--- src/rtl/uart_pkg.sv ---
// Shared types and constants for the UART transmit scheduler.
package uart_pkg;

  typedef enum logic [2:0] {IDLE, START, DATA, PARITY, STOP} state_e;

  localparam logic [1:0] SEL_START  = 2'b00;
  localparam logic [1:0] SEL_DATA   = 2'b01;
  localparam logic [1:0] SEL_PARITY = 2'b10;
  localparam logic [1:0] SEL_STOP   = 2'b11;

  localparam int unsigned DATA_BITS = 8;

  // Output mux code the datapath should see while in a given state.
  function automatic logic [1:0] sel_of(state_e s);
    case (s)
      START:   return SEL_START;
      DATA:    return SEL_DATA;
      PARITY:  return SEL_PARITY;
      default: return SEL_STOP;
    endcase
  endfunction

endpackage

--- src/rtl/uart_rr_arbiter.sv ---
// Combinational round-robin pick: first valid requester after last_grant.
module uart_rr_arbiter #(
  parameter int unsigned N_REQ = 4,
  localparam int unsigned GW = $clog2(N_REQ)
) (
  input  logic [N_REQ-1:0] req_valid,
  input  logic [GW-1:0]    last_grant,
  output logic             any_valid,
  output logic [GW-1:0]    winner
);

  // Walk the requesters starting just after the previous owner.
  always_comb begin
    logic [GW-1:0] idx;
    any_valid = 1'b0;
    winner    = '0;
    idx       = '0;
    for (int unsigned i = 1; i <= N_REQ; i++) begin
      idx = GW'((32'(last_grant) + i) % N_REQ);
      if (!any_valid && req_valid[idx]) begin
        any_valid = 1'b1;
        winner    = idx;
      end
    end
  end

endmodule

--- src/rtl/uart_tx_sched.sv ---
// Round-robin scheduler and bit-timing sequencer for a shared UART TX datapath.
module uart_tx_sched
  import uart_pkg::*;
#(
  parameter int unsigned N_REQ        = 4,
  parameter int unsigned CLKS_PER_BIT = 16,
  parameter bit          PARITY_EN    = 1'b1,
  localparam int unsigned GW = $clog2(N_REQ)
) (
  input  logic               clk,
  input  logic               reset,
  input  logic [N_REQ-1:0]   req_valid,
  input  logic [8*N_REQ-1:0] req_data,
  output logic [N_REQ-1:0]   req_ready,
  output logic [7:0]         tx_data,
  output logic               load,
  output logic               shift,
  output logic               parity_load,
  output logic [1:0]         sel,
  output logic               busy,
  output logic [GW-1:0]      grant_id
);

  localparam int unsigned    CW       = (CLKS_PER_BIT > 1) ? $clog2(CLKS_PER_BIT) : 1;
  localparam logic [CW-1:0]  CNT_LAST = CW'(CLKS_PER_BIT - 1);
  localparam logic [2:0]     BIT_LAST = 3'(DATA_BITS - 1);

  state_e        state_q, state_d;
  logic [CW-1:0] cnt_q, cnt_d;
  logic [2:0]    bit_q, bit_d;
  logic [GW-1:0] last_grant_q;
  logic          any_valid;
  logic [GW-1:0] winner;
  logic          bit_end;
  logic          start_frame;

  uart_rr_arbiter #(
    .N_REQ(N_REQ)
  ) u_arb (
    .req_valid (req_valid),
    .last_grant(last_grant_q),
    .any_valid (any_valid),
    .winner    (winner)
  );

  // Next state, bit-period counter and data-bit index.
  always_comb begin
    bit_end     = (cnt_q == CNT_LAST);
    state_d     = state_q;
    cnt_d       = bit_end ? '0 : cnt_q + 1'b1;
    bit_d       = bit_q;
    start_frame = 1'b0;
    case (state_q)
      IDLE: begin
        cnt_d = '0;
        start_frame = any_valid;
      end
      START: begin
        if (bit_end) begin
          state_d = DATA;
          bit_d   = '0;
        end
      end
      DATA: begin
        if (bit_end) begin
          if (bit_q == BIT_LAST) state_d = PARITY_EN ? PARITY : STOP;
          else                   bit_d   = bit_q + 3'd1;
        end
      end
      PARITY: begin
        if (bit_end) state_d = STOP;
      end
      STOP: begin
        // Back-to-back frames: re-arbitrate on the last stop cycle.
        if (bit_end) begin
          if (any_valid) start_frame = 1'b1;
          else           state_d     = IDLE;
        end
      end
      default: state_d = IDLE;
    endcase
    if (start_frame) begin
      state_d = START;
      cnt_d   = '0;
      bit_d   = '0;
    end
  end

  // State plus outputs registered from next-state values, so pulses land on bit_end cycles.
  always_ff @(posedge clk or negedge reset) begin
    if (!reset) begin
      state_q      <= IDLE;
      cnt_q        <= '0;
      bit_q        <= '0;
      last_grant_q <= GW'(N_REQ - 1);
      tx_data      <= '0;
      grant_id     <= '0;
      req_ready    <= '0;
      load         <= 1'b0;
      shift        <= 1'b0;
      parity_load  <= 1'b0;
      sel          <= SEL_STOP;
      busy         <= 1'b0;
    end else begin
      state_q     <= state_d;
      cnt_q       <= cnt_d;
      bit_q       <= bit_d;
      sel         <= sel_of(state_d);
      busy        <= (state_d != IDLE);
      load        <= start_frame;
      req_ready   <= start_frame ? (N_REQ'(1) << winner) : '0;
      shift       <= (state_d == DATA) && (cnt_d == CNT_LAST) && (bit_d != BIT_LAST);
      parity_load <= PARITY_EN && (state_d == DATA) && (cnt_d == CNT_LAST) &&
                     (bit_d == BIT_LAST);
      if (start_frame) begin
        tx_data      <= req_data[{winner, 3'b000} +: 8];
        grant_id     <= winner;
        last_grant_q <= winner;
      end
    end
  end

endmodule

--- config.mk ---
export PLATFORM = sky130hd
export DESIGN_NAME = uart_tx_sched
export DESIGN_NICKNAME = d
export VERILOG_FILES = /design/src/rtl/uart_pkg.sv /design/src/rtl/uart_rr_arbiter.sv /design/src/rtl/uart_tx_sched.sv
export SDC_FILE = /design/constraint.sdc
export NUM_CORES = 1
export LEC_CHECK = 0
export ABC_AREA = 1
export BUFFER_PORTS_ARGS = -buffer_cell sky130_fd_sc_hd__buf_2
export CORE_MARGIN = 2
export CORE_UTILIZATION = 42
export CTS_BUF_LIST = sky130_fd_sc_hd__clkbuf_4
export CTS_CLUSTER_SIZE = 8
export DETAILED_ROUTE_END_ITERATION = 16
export GPL_TIMING_DRIVEN = 0
export PLACE_DENSITY = 0.78
export SLEW_MARGIN = 20
export SYNTH_ARGS = -nofsm -noshare
export SYNTH_HDL_FRONTEND = slang
export SYNTH_SLANG_ARGS = --single-unit
--- constraint.sdc ---
create_clock -name clk -period 1.8 [get_ports clk]
set_input_delay 0 -clock clk [delete_from_list [all_inputs] [get_ports clk]]
set_output_delay 0 -clock clk [all_outputs]
set_load 0.03 [all_outputs]
Yosys cells after proc, flatten, opt, wreduce, memory -nomap -nowiden. Cells that the tools add are included.

Add/sub/neg operators: 6. Order comparisons: 4. Equality and inequality tests: 12. Shift operators: 2. Muxes and demuxes: 37. Reductions and logical operators: 11.

Operators with widths (number): 3-bit 2-to-1 mux (11); 32-bit by 6-bit variable part select with 8-bit output (1); 4-bit 2-to-1 mux (4); 3-bit one-hot mux with 5 select lines (1); 3-bit by 2-bit == test with 1-bit output (second input constant) (4); 2-bit by 3-bit less-than comparator with 1-bit output (second input constant) (4); 1-bit 2-to-1 mux (10); 3-bit == test (second input constant) (3); 1-bit binary-select mux with 2-bit select (4); 4-bit == test (second input constant) (2); 2-bit 2-to-1 mux (4); 3-bit by 1-bit == test with 1-bit output (second input constant) (2); 1-bit logical AND (6); 2-bit one-hot mux with 3 select lines (1); 3-bit one-hot mux with 2 select lines (1); 2-bit by 1-bit adder with 2-bit output (second input constant) (2); 2-bit adder (second input constant) (2); 4-bit by 1-bit adder with 4-bit output (second input constant) (1); 1-bit by 2-bit left shift with 4-bit output (first input constant) (1); 3-bit by 1-bit adder with 3-bit output (second input constant) (1); 1-bit zero test (3); 3-bit zero test (1); 3-bit inequality test (second input constant) (1); 3-bit nonzero test (1); 1-bit one-hot mux with 2 select lines (1).

Register bits: 32. Input bits: 38. Output and inout bits: 20.

Logic depth before layout (Yosys ltp).
Word-level depth: 20. Gate-level depth with buffers: 16. Depth with buffers taken out: 14.

Cells and area by module. A second synthesis with hierarchy kept.

Cell total of the unflattened synthesis: 254. Area, all modules: 1981.9 um^2.

Modules (own cells, without submodules): uart_tx_sched (instances 1, cells each 205, area an instance 1691.6 um^2, seq. area each 805.8 um^2); uart_rr_arbiter (instances 1, cells each 49, area an instance 290.3 um^2, seq. area each 0.0 um^2).

Least setup slack after synthesis. No wires, ideal clock.

Path type: register to register. From: register last_grant_q[0]. To: register busy. Arrival time: 1693 ps. Path slack: -26 ps. Stages on the path, launching flop included: 14. Path buffers: 3. Clock period less this slack: 1826 ps. Path through: dfstp_2 buf_6 inv_6 nand2_1 nand2_2 nand2_2 nand2_4 nor2_4 nand3_2 buf_6 buf_6 nor3_2 nand3b_1 nand4_1.

Longest elaborated chain between the ends: 18. Elaborated cells on any way between the ends: 30. Classes of those cells: add/sub (4); mux (19); reduce/logical (7).

Ends and longest elaborated chain: start: declaration (line uart_tx_sched.sv:31) `logic [GW-1:0] last_grant_q;`; start signal: assignment (line uart_tx_sched.sv:95) `last_grant_q <= GW'(N_REQ - 1);`; start signal: assignment (line uart_tx_sched.sv:118) `last_grant_q <= winner;`; 2-bit by 1-bit adder with 2-bit output (line uart_rr_arbiter.sv:19) `idx = GW'((32'(last_grant) + i) % N_REQ);`; 1-bit binary-select mux with 2-bit select (line uart_rr_arbiter.sv:20) `if (!any_valid && req_valid[idx]) begin`; 1-bit 2-to-1 mux (not written as such) (line uart_rr_arbiter.sv:20); 1-bit 2-to-1 mux (line uart_rr_arbiter.sv:20); 1-bit zero test (line uart_rr_arbiter.sv:20); 1-bit logical AND (line uart_rr_arbiter.sv:20); 1-bit 2-to-1 mux (line uart_rr_arbiter.sv:20); 1-bit zero test (line uart_rr_arbiter.sv:20); [... 2 more ...]; 1-bit zero test (line uart_rr_arbiter.sv:20); 1-bit logical AND (line uart_rr_arbiter.sv:20); 1-bit 2-to-1 mux (*) (line uart_rr_arbiter.sv:20); 3-bit 2-to-1 mux / 1-bit 2-to-1 mux (equally long branches) (line uart_tx_sched.sv:76) `if (any_valid) start_frame = 1'b1;`; 3-bit 2-to-1 mux / 1-bit 2-to-1 mux (equally long branches) (line uart_tx_sched.sv:75) `if (bit_end) begin`; 3-bit one-hot mux with 5 select lines / 1-bit one-hot mux with 2 select lines (equally long branches) (line uart_tx_sched.sv:53) `case (state_q)`; 3-bit 2-to-1 mux (*) (line uart_tx_sched.sv:82) `if (start_frame) begin`; 3-bit nonzero test (*) (line uart_tx_sched.sv:109) `busy <= (state_d != IDLE);`; end signal: assignment (line uart_tx_sched.sv:109); end: declaration (line uart_tx_sched.sv:20) `output logic busy,`.

Mark *: on every way between the ends. The rest lies on a longest branch, timed or not. The select of a mux whose other input is x is not followed. A chain may end at the register's enable or synchronous reset.

Worst setup path after layout. Same ends and word-level chain as after synthesis.

==> impl_metrics.tcl <==
set metrics [dict create \
    synth_cell_types 31 \
    critPathMaxFanout 10 \
    grt_usage_pct 24.0 \
    routabilityCongestion 0.846 \
    portBuffers 57 \
    htree_levels 2 \
    cts_buffers 5 \
    vias 2360 \
    end_kind "flip-flop" \
    layout_commonest_cell "nand2_1" \
    synth_top_area_share_pct 33.1 \
    worst_slack_ns -0.297 \
    holdPathEnd "tx_data[4]" \
    pwr-share-seq_pct 50.6 \
    core-area_sq_um 4790 \
    p_int_w 0.00101 \
    die_h_um 75.0 \
    clk_path_buf_depth 2 \
    cts_sinks 32 \
    vias_per_cell 5.21 \
    wl_mm 6.95 \
    ys_seq_area_share_pct 38.0 \
    ff2ff_setup_slack_ns -0.30 \
    hold_path_startpoint "req_data[4]" \
    ant_nets 0 \
    ctsRootBufferMaster "clkbuf_4" \
    nFillCells 378 \
    min_path_cells 7 \
    avgSynthCellArea_sq_um 7.28 \
    layout_common_cells "nand2_1 (62), buf_2 (57), inv_1 (48), dfrtp_1 (28), nand2_4 (23)" \
    areaGrowthSynthToFinish_pct 49.4 \
    whs_ns 0.0595 \
    worst-r2r-cell-count 13 \
    synth_warnings 0 \
    syn-num-nets 331 \
    drc_errors 0 \
    drv_slew 0 \
    tightest_slew_ns 0.723 \
    p_leak_nw 1.79 \
    routedWlPerCell_um 15.3 \
    diodes 0 \
    setup_violations 27 \
    p_clk_share_pct 28.5 \
    rows 25 \
    drtIter0Drc 161 \
    rsz0062_at_grt "true" \
    status "complete, but fails checks" \
    fin_nets 426 \
    period_minus_slack_ns 2.10 \
    startpoint_type "flip-flop" \
    hold_viol_final 0 \
    dp_hpwl_mm 3.75 \
    skew_ns 0.0110 \
    synthTopCellsByArea "dfrtp_1 (33%), nand2_1 (15%), inv_1 (9.2%), nand4_1 (6.2%), nand3_1 (5.2%)" \
    yosys_register_bits 32 \
    grt_pass1_wl_mm 10.4 \
    start_util_pct 44.3 \
    rr_endpoint "busy" \
    r2r-start "last_grant_q[0]" \
    switchingPower_w 0.000412 \
    synth_cells 291 \
    grt_overflow 0 \
    drive_gt1_share_pct 45.6 \
    dieArea_sq_um 5630 \
    grt_max_degree 33 \
    max_cap_viol_count 0 \
    ios 58 \
    chipWidth_um 75.0 \
    clk_latency_ns 0.34 \
    fmax_mhz 477 \
    syn-cell-area_sq_um 2120 \
    period_share_pct 116 \
    synth_area_leader_cell "dfrtp_1" \
    tritoncts "yes" \
    violations "negative setup slack" \
    grt_pass1_vias 2206 \
    placed_area_sq_um 2490 \
    stdcell_area_sq_um 3160 \
    antenna_found_initial 0 \
    hold_path.class "in2reg" \
    ir_worst_vdd_v 0.000319 \
    cellPowerDensity_nw_per_um2 449 \
    max_slew_margin_pct 51.8 \
    first_pass_iters 5 \
    clkSlewWorstSetupHoldPaths_ns 0.10 \
    switching_share_pct 29.0 \
    cp.arrival_ns 2.31 \
    crit_type "reg2reg" \
    critical_path_required_ns 2.01 \
    power_frac_comb_pct 20.9 \
]
## power by group through the flow
stage / Sequential (W) / Combinational, W / Clock [W]
2_1_floorplan: 0.000733 / 0.000117 / 0
3_3_place_gp: 0.000733 / 0.000190 / 0
3_5_place_dp: 0.000733 / 0.000194 / 0
4_1_cts: 0.000719 / 0.000261 / 0.000399
5_1_grt: 0.000719 / 0.000321 / 0.000439
6_report: 0.000719 / 0.000297 / 0.000406
## routing by layer
layer  share of wire [%]  wire [um]  vias to the layer above  GRT usage (%)
li1                    -          -                     1102              -
met1                  39       2680                     1103           30.3
met2                  50       3490                      126           41.5
met3                 8.0        556                       29           5.49
met4                 3.2        220                        0           6.55
met5                   0          0                        -              0
## Yosys cell counts
master    count
nand2_1      86
inv_1        52
dfrtp_1      28
nand3_1      22
nand4_1      21
nor2_1       18
nand2_2       9
o21ai_0       7
nand2_4       5
a21oi_1       4
buf_2         4
buf_6         4
dfstp_2       4
inv_2         3
a31oi_1       2
ha_1          2
nand3_4       2
nand3b_1      2
nor2_2        2
nor3_2        2
xor2_1        2
a21oi_2       1
buf_4         1
inv_6         1
nand2_8       1
nand3_2       1
nor2_4        1
nor3_1        1
nor3_4        1
o211ai_1      1
xnor2_1       1
## worst max path at each step
stage                         start    endpoint  slack [ns]  cells after the start
floorplan           last_grant_q[0]        busy       -0.02                     13
global placement    last_grant_q[0]        busy       -0.18                     13
detailed placement  last_grant_q[0]        busy       -0.26                     13
CTS                 last_grant_q[0]        busy       -0.21                     11
global route        last_grant_q[0]  tx_data[0]       -0.37                     12
finish              last_grant_q[0]        busy       -0.30                     13
## flip-flops by register name (all words and copies together), names as in the netlist, 2 cells and up
name	count
req_ready	4
sel	2
cnt_q	4
tx_data	8
bit_q	3
state_q	3
grant_id	2
last_grant_q	2
## layout make-up
class	count	area [sq um]	area share, %
Inverter	56	235	7.43
Tap cell	67	83.8	2.65
Buffer	9	113	3.56
Sequential cell	32	806	25.5
Timing Repair Buffer	87	577	18.2
Clock buffer	6	45.0	1.42
Multi-Input combinational cell	195	1300	41.1
Clock inverter	1	5.00	0.158
## cell families after synthesis
kind of cell,Yosys count,synth area share (%)
AND/OR/NAND/NOR,174,42.0
buffers and inverters,65,13.6
flip-flops,32,38.0
AO/OA/AOI/OAI,15,3.96
XOR/XNOR,3,1.24
adder cells (fa/ha/maj),2,1.18
## worst max-delay path, cell delays in order, from the launching register on
cell and delay (ns):
dfstp_2 0.57, buf_8 0.14, inv_12 0.05, nand2_4 0.06, nand2_4 0.07, nand2_4 0.10, nand2_8 0.08, nor2_4 0.11
nand3_4 0.12, buf_8 0.16, buf_8 0.14, nor3_2 0.09, nand3b_1 0.16, nand4_1 0.10
## repair_timing
action                                  in CTS  in global routing
pin swaps                                   16                 18
buffers inserted                            21                  5
endpoints found under the setup margin      24                 27
cloned                                       2                  2
gates resized for setup                     67                 33
endpoints found under the hold margin       28                  0
hold buffers                                 1                  0
## through the flow
stage	TNS, ns	std cells	power [W]	utilization, %	worst slack, ns
after floorplan	-0.0232	291	0.000850	-	-0.0232
after global placement	-2.57	415	0.000923	52.0	-0.184
after detailed placement	-3.54	415	0.000926	52.0	-0.261
after CTS	-2.72	446	0.00138	62.3	-0.208
after global routing	-7.18	453	0.00148	66.1	-0.374
final	-5.31	453	0.00142	66.1	-0.297
Note: power is estimated with default switching activity, not from simulation.
